$ cat config.mk
export PLATFORM = sky130hd
export DESIGN_NAME = sprite_layer_renderer
export DESIGN_NICKNAME = d
export VERILOG_FILES = /design/src/rtl/sprite_layer_renderer.sv
export SDC_FILE = /design/constraint.sdc
export NUM_CORES = 1
export LEC_CHECK = 0
export ABC_AREA = 0
export CAP_MARGIN = 5
export CELL_PAD_IN_SITES_DETAIL_PLACEMENT = 1
export CELL_PAD_IN_SITES_GLOBAL_PLACEMENT = 2
export CORE_MARGIN = 2
export CORE_UTILIZATION = 28
export CTS_CLUSTER_SIZE = 24
export DETAILED_ROUTE_END_ITERATION = 6
export GPL_TIMING_DRIVEN = 0
export PLACE_DENSITY = 0.85
export SKIP_LAST_GASP = 1
export SYNTH_ARGS = -nofsm -noshare
export SYNTH_HDL_FRONTEND = slang
export SYNTH_SLANG_ARGS = --single-unit
$ cat constraint.sdc
create_clock -name vga_clk -period 4.9 [get_ports vga_clk]
set_clock_uncertainty 0.05 [all_clocks]
set_input_delay 0.49 -clock vga_clk [delete_from_list [all_inputs] [get_ports vga_clk]]
set_output_delay 0.49 -clock vga_clk [all_outputs]
set_load 0.05 [all_outputs]
$ cat src/rtl/sprite_layer_renderer.sv
// sprite_layer_renderer
//   Draws one indexed-colour sprite, picked from NUM_FRAMES frames stored back
//   to back in an external ROM, at a programmable screen position. The sprite
//   supports power-of-2 scaling, X/Y mirroring and a transparent colour key.
//   Position, frame, flips and enable are staged inputs. They are copied into
//   shadow registers on frame_start, so changes made mid-frame never tear the
//   picture.
//
// Ports
//   vga_clk, reset_n      pixel clock (rising edge), async active-low reset
//   DrawX, DrawY, blank   current pixel and active-video flag
//   frame_start           one-cycle pulse that loads the shadow registers
//   pos_x, pos_y          staged top-left corner of the sprite
//   frame_sel             staged frame number (clamped to NUM_FRAMES-1)
//   flip_x, flip_y        staged mirroring
//   enable                staged visibility
//   rom_address           combinational texel address into the sprite ROM
//   rom_q                 ROM data, ROM_LATENCY cycles after rom_address
//   pal_red/green/blue    combinational palette lookup of rom_q
//   red, green, blue      registered colour, 0 where the sprite is not drawn
//   opaque                registered, 1 where a sprite pixel is drawn
//
// Latency from DrawX/DrawY/blank to the outputs is ROM_LATENCY+1 cycles,
// for both hit and non-hit pixels.
module sprite_layer_renderer #(
    parameter int SPR_W       = 32,
    parameter int SPR_H       = 32,
    parameter int NUM_FRAMES  = 8,
    parameter int SCALE_SHIFT = 0,
    parameter int ROM_LATENCY = 1,
    parameter int IDX_W       = 8,
    parameter logic [IDX_W-1:0] TRANSPARENT_IDX = '0,
    parameter int ADDR_W      = $clog2(SPR_W * SPR_H * NUM_FRAMES),
    parameter int FRM_W       = (NUM_FRAMES > 1) ? $clog2(NUM_FRAMES) : 1
) (
    input  logic              vga_clk,
    input  logic              reset_n,
    input  logic [9:0]        DrawX,
    input  logic [9:0]        DrawY,
    input  logic              blank,
    input  logic              frame_start,
    input  logic [9:0]        pos_x,
    input  logic [9:0]        pos_y,
    input  logic [FRM_W-1:0]  frame_sel,
    input  logic              flip_x,
    input  logic              flip_y,
    input  logic              enable,
    output logic [ADDR_W-1:0] rom_address,
    input  logic [IDX_W-1:0]  rom_q,
    input  logic [3:0]        pal_red,
    input  logic [3:0]        pal_green,
    input  logic [3:0]        pal_blue,
    output logic [3:0]        red,
    output logic [3:0]        green,
    output logic [3:0]        blue,
    output logic              opaque
);

    localparam int LX_W   = $clog2(SPR_W);
    localparam int LY_W   = $clog2(SPR_H);
    localparam int TEX    = SPR_W * SPR_H;
    localparam int SPAN_X = SPR_W << SCALE_SHIFT;
    localparam int SPAN_Y = SPR_H << SCALE_SHIFT;

    typedef struct packed {
        logic [9:0]       x;
        logic [9:0]       y;
        logic [FRM_W-1:0] frame;
        logic             flip_x;
        logic             flip_y;
        logic             enable;
    } shadow_t;

    shadow_t          sh;
    logic [FRM_W-1:0] frame_ld;

    // When NUM_FRAMES fills the select field, every code is a valid frame
    // and no clamp is needed.
    if (NUM_FRAMES == (1 << FRM_W)) begin : g_no_clamp
        assign frame_ld = frame_sel;
    end else begin : g_clamp
        assign frame_ld = (frame_sel >= FRM_W'(NUM_FRAMES)) ? FRM_W'(NUM_FRAMES - 1)
                                                            : frame_sel;
    end

    always_ff @(posedge vga_clk or negedge reset_n) begin
        if (!reset_n) begin
            sh <= '0;
        end else if (frame_start) begin
            sh.x      <= pos_x;
            sh.y      <= pos_y;
            sh.frame  <= frame_ld;
            sh.flip_x <= flip_x;
            sh.flip_y <= flip_y;
            sh.enable <= enable;
        end
    end

    // Hit test runs at 11 bits, so a sprite near the right or bottom edge
    // clips instead of wrapping around to X/Y = 0.
    logic [10:0]     dx, dy;
    logic            in_x, in_y, hit;
    logic [LX_W-1:0] lx_raw, lx;
    logic [LY_W-1:0] ly_raw, ly;

    assign dx   = {1'b0, DrawX} - {1'b0, sh.x};
    assign dy   = {1'b0, DrawY} - {1'b0, sh.y};
    assign in_x = (DrawX >= sh.x) && (dx < 11'(SPAN_X));
    assign in_y = (DrawY >= sh.y) && (dy < 11'(SPAN_Y));
    assign hit  = sh.enable & blank & in_x & in_y;

    // Dropping the low SCALE_SHIFT bits turns screen pixels into texels.
    // On a hit, the remaining bits are already below SPR_W/SPR_H.
    assign lx_raw = dx[SCALE_SHIFT +: LX_W];
    assign ly_raw = dy[SCALE_SHIFT +: LY_W];
    assign lx     = sh.flip_x ? (LX_W'(SPR_W - 1) - lx_raw) : lx_raw;
    assign ly     = sh.flip_y ? (LY_W'(SPR_H - 1) - ly_raw) : ly_raw;

    // Off-sprite pixels point at the frame base so the address is deterministic.
    always_comb begin
        rom_address = ADDR_W'(sh.frame) * ADDR_W'(TEX);
        if (hit) begin
            rom_address = rom_address + ADDR_W'(ly) * ADDR_W'(SPR_W) + ADDR_W'(lx);
        end
    end

    // hit travels alongside the ROM read so that vld_pipe[ROM_LATENCY] lines
    // up with rom_q.
    logic [ROM_LATENCY:1] vld_pipe;

    always_ff @(posedge vga_clk or negedge reset_n) begin
        if (!reset_n) begin
            vld_pipe <= '0;
        end else begin
            vld_pipe[1] <= hit;
            for (int i = 2; i <= ROM_LATENCY; i++) begin
                vld_pipe[i] <= vld_pipe[i-1];
            end
        end
    end

    logic opaque_next;
    assign opaque_next = vld_pipe[ROM_LATENCY] & (rom_q != TRANSPARENT_IDX);

    always_ff @(posedge vga_clk or negedge reset_n) begin
        if (!reset_n) begin
            red    <= '0;
            green  <= '0;
            blue   <= '0;
            opaque <= 1'b0;
        end else begin
            opaque <= opaque_next;
            red    <= opaque_next ? pal_red   : 4'h0;
            green  <= opaque_next ? pal_green : 4'h0;
            blue   <= opaque_next ? pal_blue  : 4'h0;
        end
    end

endmodule

==> impl_results.md, run 1 <==
* Depth of the most critical reg-to-reg path at 10
* Number of synthesis warnings at 0
* Layout cells sized above 1 at 8.66%
* Layout fillers at 1047
* Comb power frac at 32.1%
* Detailed Route Iter0 Violations at 28
* Mapped Cells at 279
* Avg Cell Area, Syn at 9.37 µm²
* Final setup vio count at 0
* FF/Latch Area at 0.00100 mm²
* PD cells at 261 mW/mm²
* CP max FO at 10
* Worst setup path end: rom_address[6]
* DP Wirelength at 5980 µm
* Slew headroom at 57.5%
* Unique masters post-synth at 46
* Antenna violations before repair at 0
* Switching power at 299 µW
* Wire per inst at 15.4 µm
* F_max at 215 MHz
* Final Cycle Share at 95.1%
* Post-synth EDFFs at 0
* CTS Buf Count at 5
* Post-CTS Setup Repair Bufs at 0
* Lkg Pwr at 0.00179 µW
* Met2 WL at 3830 µm
* Post-route ant nets at 0
* First-pass detailed-route iteration total at 4
* Sequential fraction of the synthesis area at 38.3%
* Crit start category: primary input
* Core Footprint at 0.00915 mm²
* Syn Nets at 371
* Std-Cell Rows at 35
* Full die area at 0.0101 mm²
* #FFs+latches synth at 40
* Worst EP arrival at 4120 ps
* MaxCap Viol Count at 0
* VDD IR max at 153 µV
* DRC violation count after routing at 0
* Fraction of registers with async set/reset at 100%
* Clk slew on worst S/H paths at 80 ps
* Area of the multi-input gates at 0.00144 mm²
* GRT Total Usage at 15.5%
* Synth-to-layout area growth at 47.6%
* Flop-to-flop setup slack at 2130 ps
* Via density at 4.86
* Fin nets at 473
* Hold Path Class: in -> async
* # clock sinks at 40
* Main synth FF type: dfrtp_1
* Worst-Margin Slew at 638 ps
* # IOs at 96
* Setup crit start: DrawY[0]
* CTS tree: done
* Critical Path Max Stage Delay at 820 ps
* CP cell instances: clkdlybuf4s50_1, inv_1, ha_1, inv_1, fa_1, a21oi_1, o21ai_1, a211o_1, a211oi_1, nand4_1, buf_2, nor3_2, clkdlybuf4s50_1
* Clock share of power at 32.5%
* R2r startpoint: sh[6]
* Flop pwr share at 35.3%
* Critical path type: in -> out
* Met3 wire len at 326 µm
* Required @ worst endpoint at 4360 ps
* Reg-to-reg endpoint: vld_pipe
* Fin. Hold Viols at 0
* IO Port Bufs at 94
* CP endpoint kind: primary output
* Final WL at 7590 µm
* Die X at 101 µm
* Final Critical Period at 4660 ps
* Vias in the first global route at 2552
* Highest routed layer: met4
* Post-CTS sizing at 0
* Grt total ovfl at 0
* Post-Synthesis Cell Area at 0.00261 mm²
* Cell chosen for the clock root: clkbuf_8
* CTS H-Tree Depth at 2
* Clk_lat worst skew at 300 ps
* Longest Clk Path Bufs at 2
* Most frequent cells in the layout: 85 x clkdlybuf4s50_1, 40 x dfrtp_1, 27 x inv_1, 27 x nand2_1, 24 x o21ai_0
* N_diodes at 0
* Hold Slack at 60.1 ps
* Largest net degree at the start of global routing at 27
* Hold_buf cts at 0
* Switching share of power at 29.7%
* Starting Density at 28.6%
* Commonest non-fill, non-tap cell in the layout: clkdlybuf4s50_1
* Cell-internal power at 707 µW
* Final Max Tran Viols at 0
* Wl on met1 at 3310 µm
* Post-route setup TNS at 0 ps
* Unrepaired setup endpoints after global routing: no
* First-pass GRT wire length at 12300 µm
* Via count at 2389
* Slowest CP cell: clkdlybuf4s50_1
* Placer Congestion at 0.859
* Outcome: finished, final reports clean
* Die Y at 101 µm
[logic make-up (layout without fill, tap and decap cells)]
family	after synthesis	count (layout)	share of synthesized area, %
simple gates	79	79	16.9
buf+inv	42	144	6.80
compound gates	69	69	17.0
xor+xnor	17	17	5.70
fa+ha+maj	22	22	11.1
flops	40	40	38.3
mux	10	10	4.21
[cells in the mapped netlist, types with 2 or more instances]
library cell / instances / area share (%)
clkbuf_1: 10 / 1.4
a32oi_1: 3 / 1.0
nand3_1: 4 / 0.77
o31ai_1: 2 / 0.57
and3_1: 2 / 0.48
nor3_1: 3 / 0.57
dfrtp_1: 40 / 38
nor4_1: 3 / 0.72
buf_4: 3 / 0.86
nand2b_1: 4 / 0.96
a21boi_0: 2 / 0.57
xnor2_1: 12 / 4.0
mux2i_1: 2 / 0.77
inv_1: 27 / 3.9
o211ai_1: 2 / 0.57
a21oi_1: 9 / 1.7
mux2_2: 8 / 3.4
o21ai_1: 3 / 0.57
a211oi_1: 6 / 1.7
and2_1: 13 / 3.1
fa_1: 2 / 1.5
ha_1: 20 / 9.6
a21o_1: 6 / 1.7
nor3_2: 9 / 3.4
o21ai_0: 24 / 4.6
o21a_1: 3 / 0.86
nor2_1: 7 / 1.0
xor2_1: 5 / 1.7
nand4_1: 2 / 0.48
nand2_1: 27 / 3.9
[state kept, by name, summed over array words and instances (netlist names)]
signal / count
blue: 4
vld_pipe: 1
green: 4
sh: 26
opaque: 1
red: 4
[stage by stage]
step | total power [µW] | setup WS, ps | utilization [%] | instance area, µm² | std cells
floorplan | 569 | 1200 | - | 2610 | 279
global placement | 674 | 234 | 40.4 | 3690 | 484
detailed placement | 686 | 197 | 40.5 | 3710 | 485
CTS | 1020 | 164 | 41.9 | 3840 | 492
global route | 1070 | 16.7 | 42.1 | 3860 | 492
finish | 1010 | 242 | 42.1 | 3860 | 492
[metal layers]
layer	GRT usage (%)	up-vias
li1	-	1163
met1	19.6	1155
met2	27.0	58
met3	2.98	13
met4	4.43	0
met5	0	-
[critical path, delay by kind of cell]
kind / cells / cell delay [ps]
AOI/OAI and AO/OA: 4 / 1090
and+or+nand+nor: 2 / 370
adders and majority gates: 2 / 570
buffers and inverters: 5 / 1600
[power by group through the flow]
stage	Combinational, µW	Clock [µW]	Sequential (µW)
2_1_floorplan	208	0	361
5_1_grt	362	350	358
3_3_place_gp	312	0	362
3_5_place_dp	324	0	363
4_1_cts	326	338	356
6_report	323	327	356
[final cells by class]
| class | instances | area share (%) |
|---|---|---|
| well taps | 111 | 3.60 |
| flip-flops and latches | 40 | 25.9 |
| multi-input cells | 197 | 37.2 |
| clock buffers | 5 | 1.78 |
| inverters | 27 | 2.63 |
| clock inverters | 2 | 1.56 |
| repair buffers | 95 | 25.3 |
| plain buffers | 15 | 1.98 |
[how the worst min path moves through the flow]
stage	cells after the start	slack [ps]	start	end
global placement	1	440	sh[4]	sh[4]
floorplan	0	140	reset_n	blue[0]
global route	1	80	reset_n	sh[11]
finish	1	60	reset_n	sh[11]
detailed placement	1	400	reset_n	sh[11]
CTS	1	70	reset_n	sh[11]
(Power assumes the default switching activity.)
==> inputs of run 2 (changes only) <==
--- a/config.mk
+++ b/config.mk
@@ -14,8 +14,8 @@
 export CTS_CLUSTER_SIZE = 24
 export DETAILED_ROUTE_END_ITERATION = 6
 export GPL_TIMING_DRIVEN = 0
+export HOLD_SLACK_MARGIN = 0.05
 export PLACE_DENSITY = 0.85
-export SKIP_LAST_GASP = 1
 export SYNTH_ARGS = -nofsm -noshare
 export SYNTH_HDL_FRONTEND = slang
 export SYNTH_SLANG_ARGS = --single-unit
==> results of run 2 <==
Final layout, timing and power as in run 1 (identical DEF).
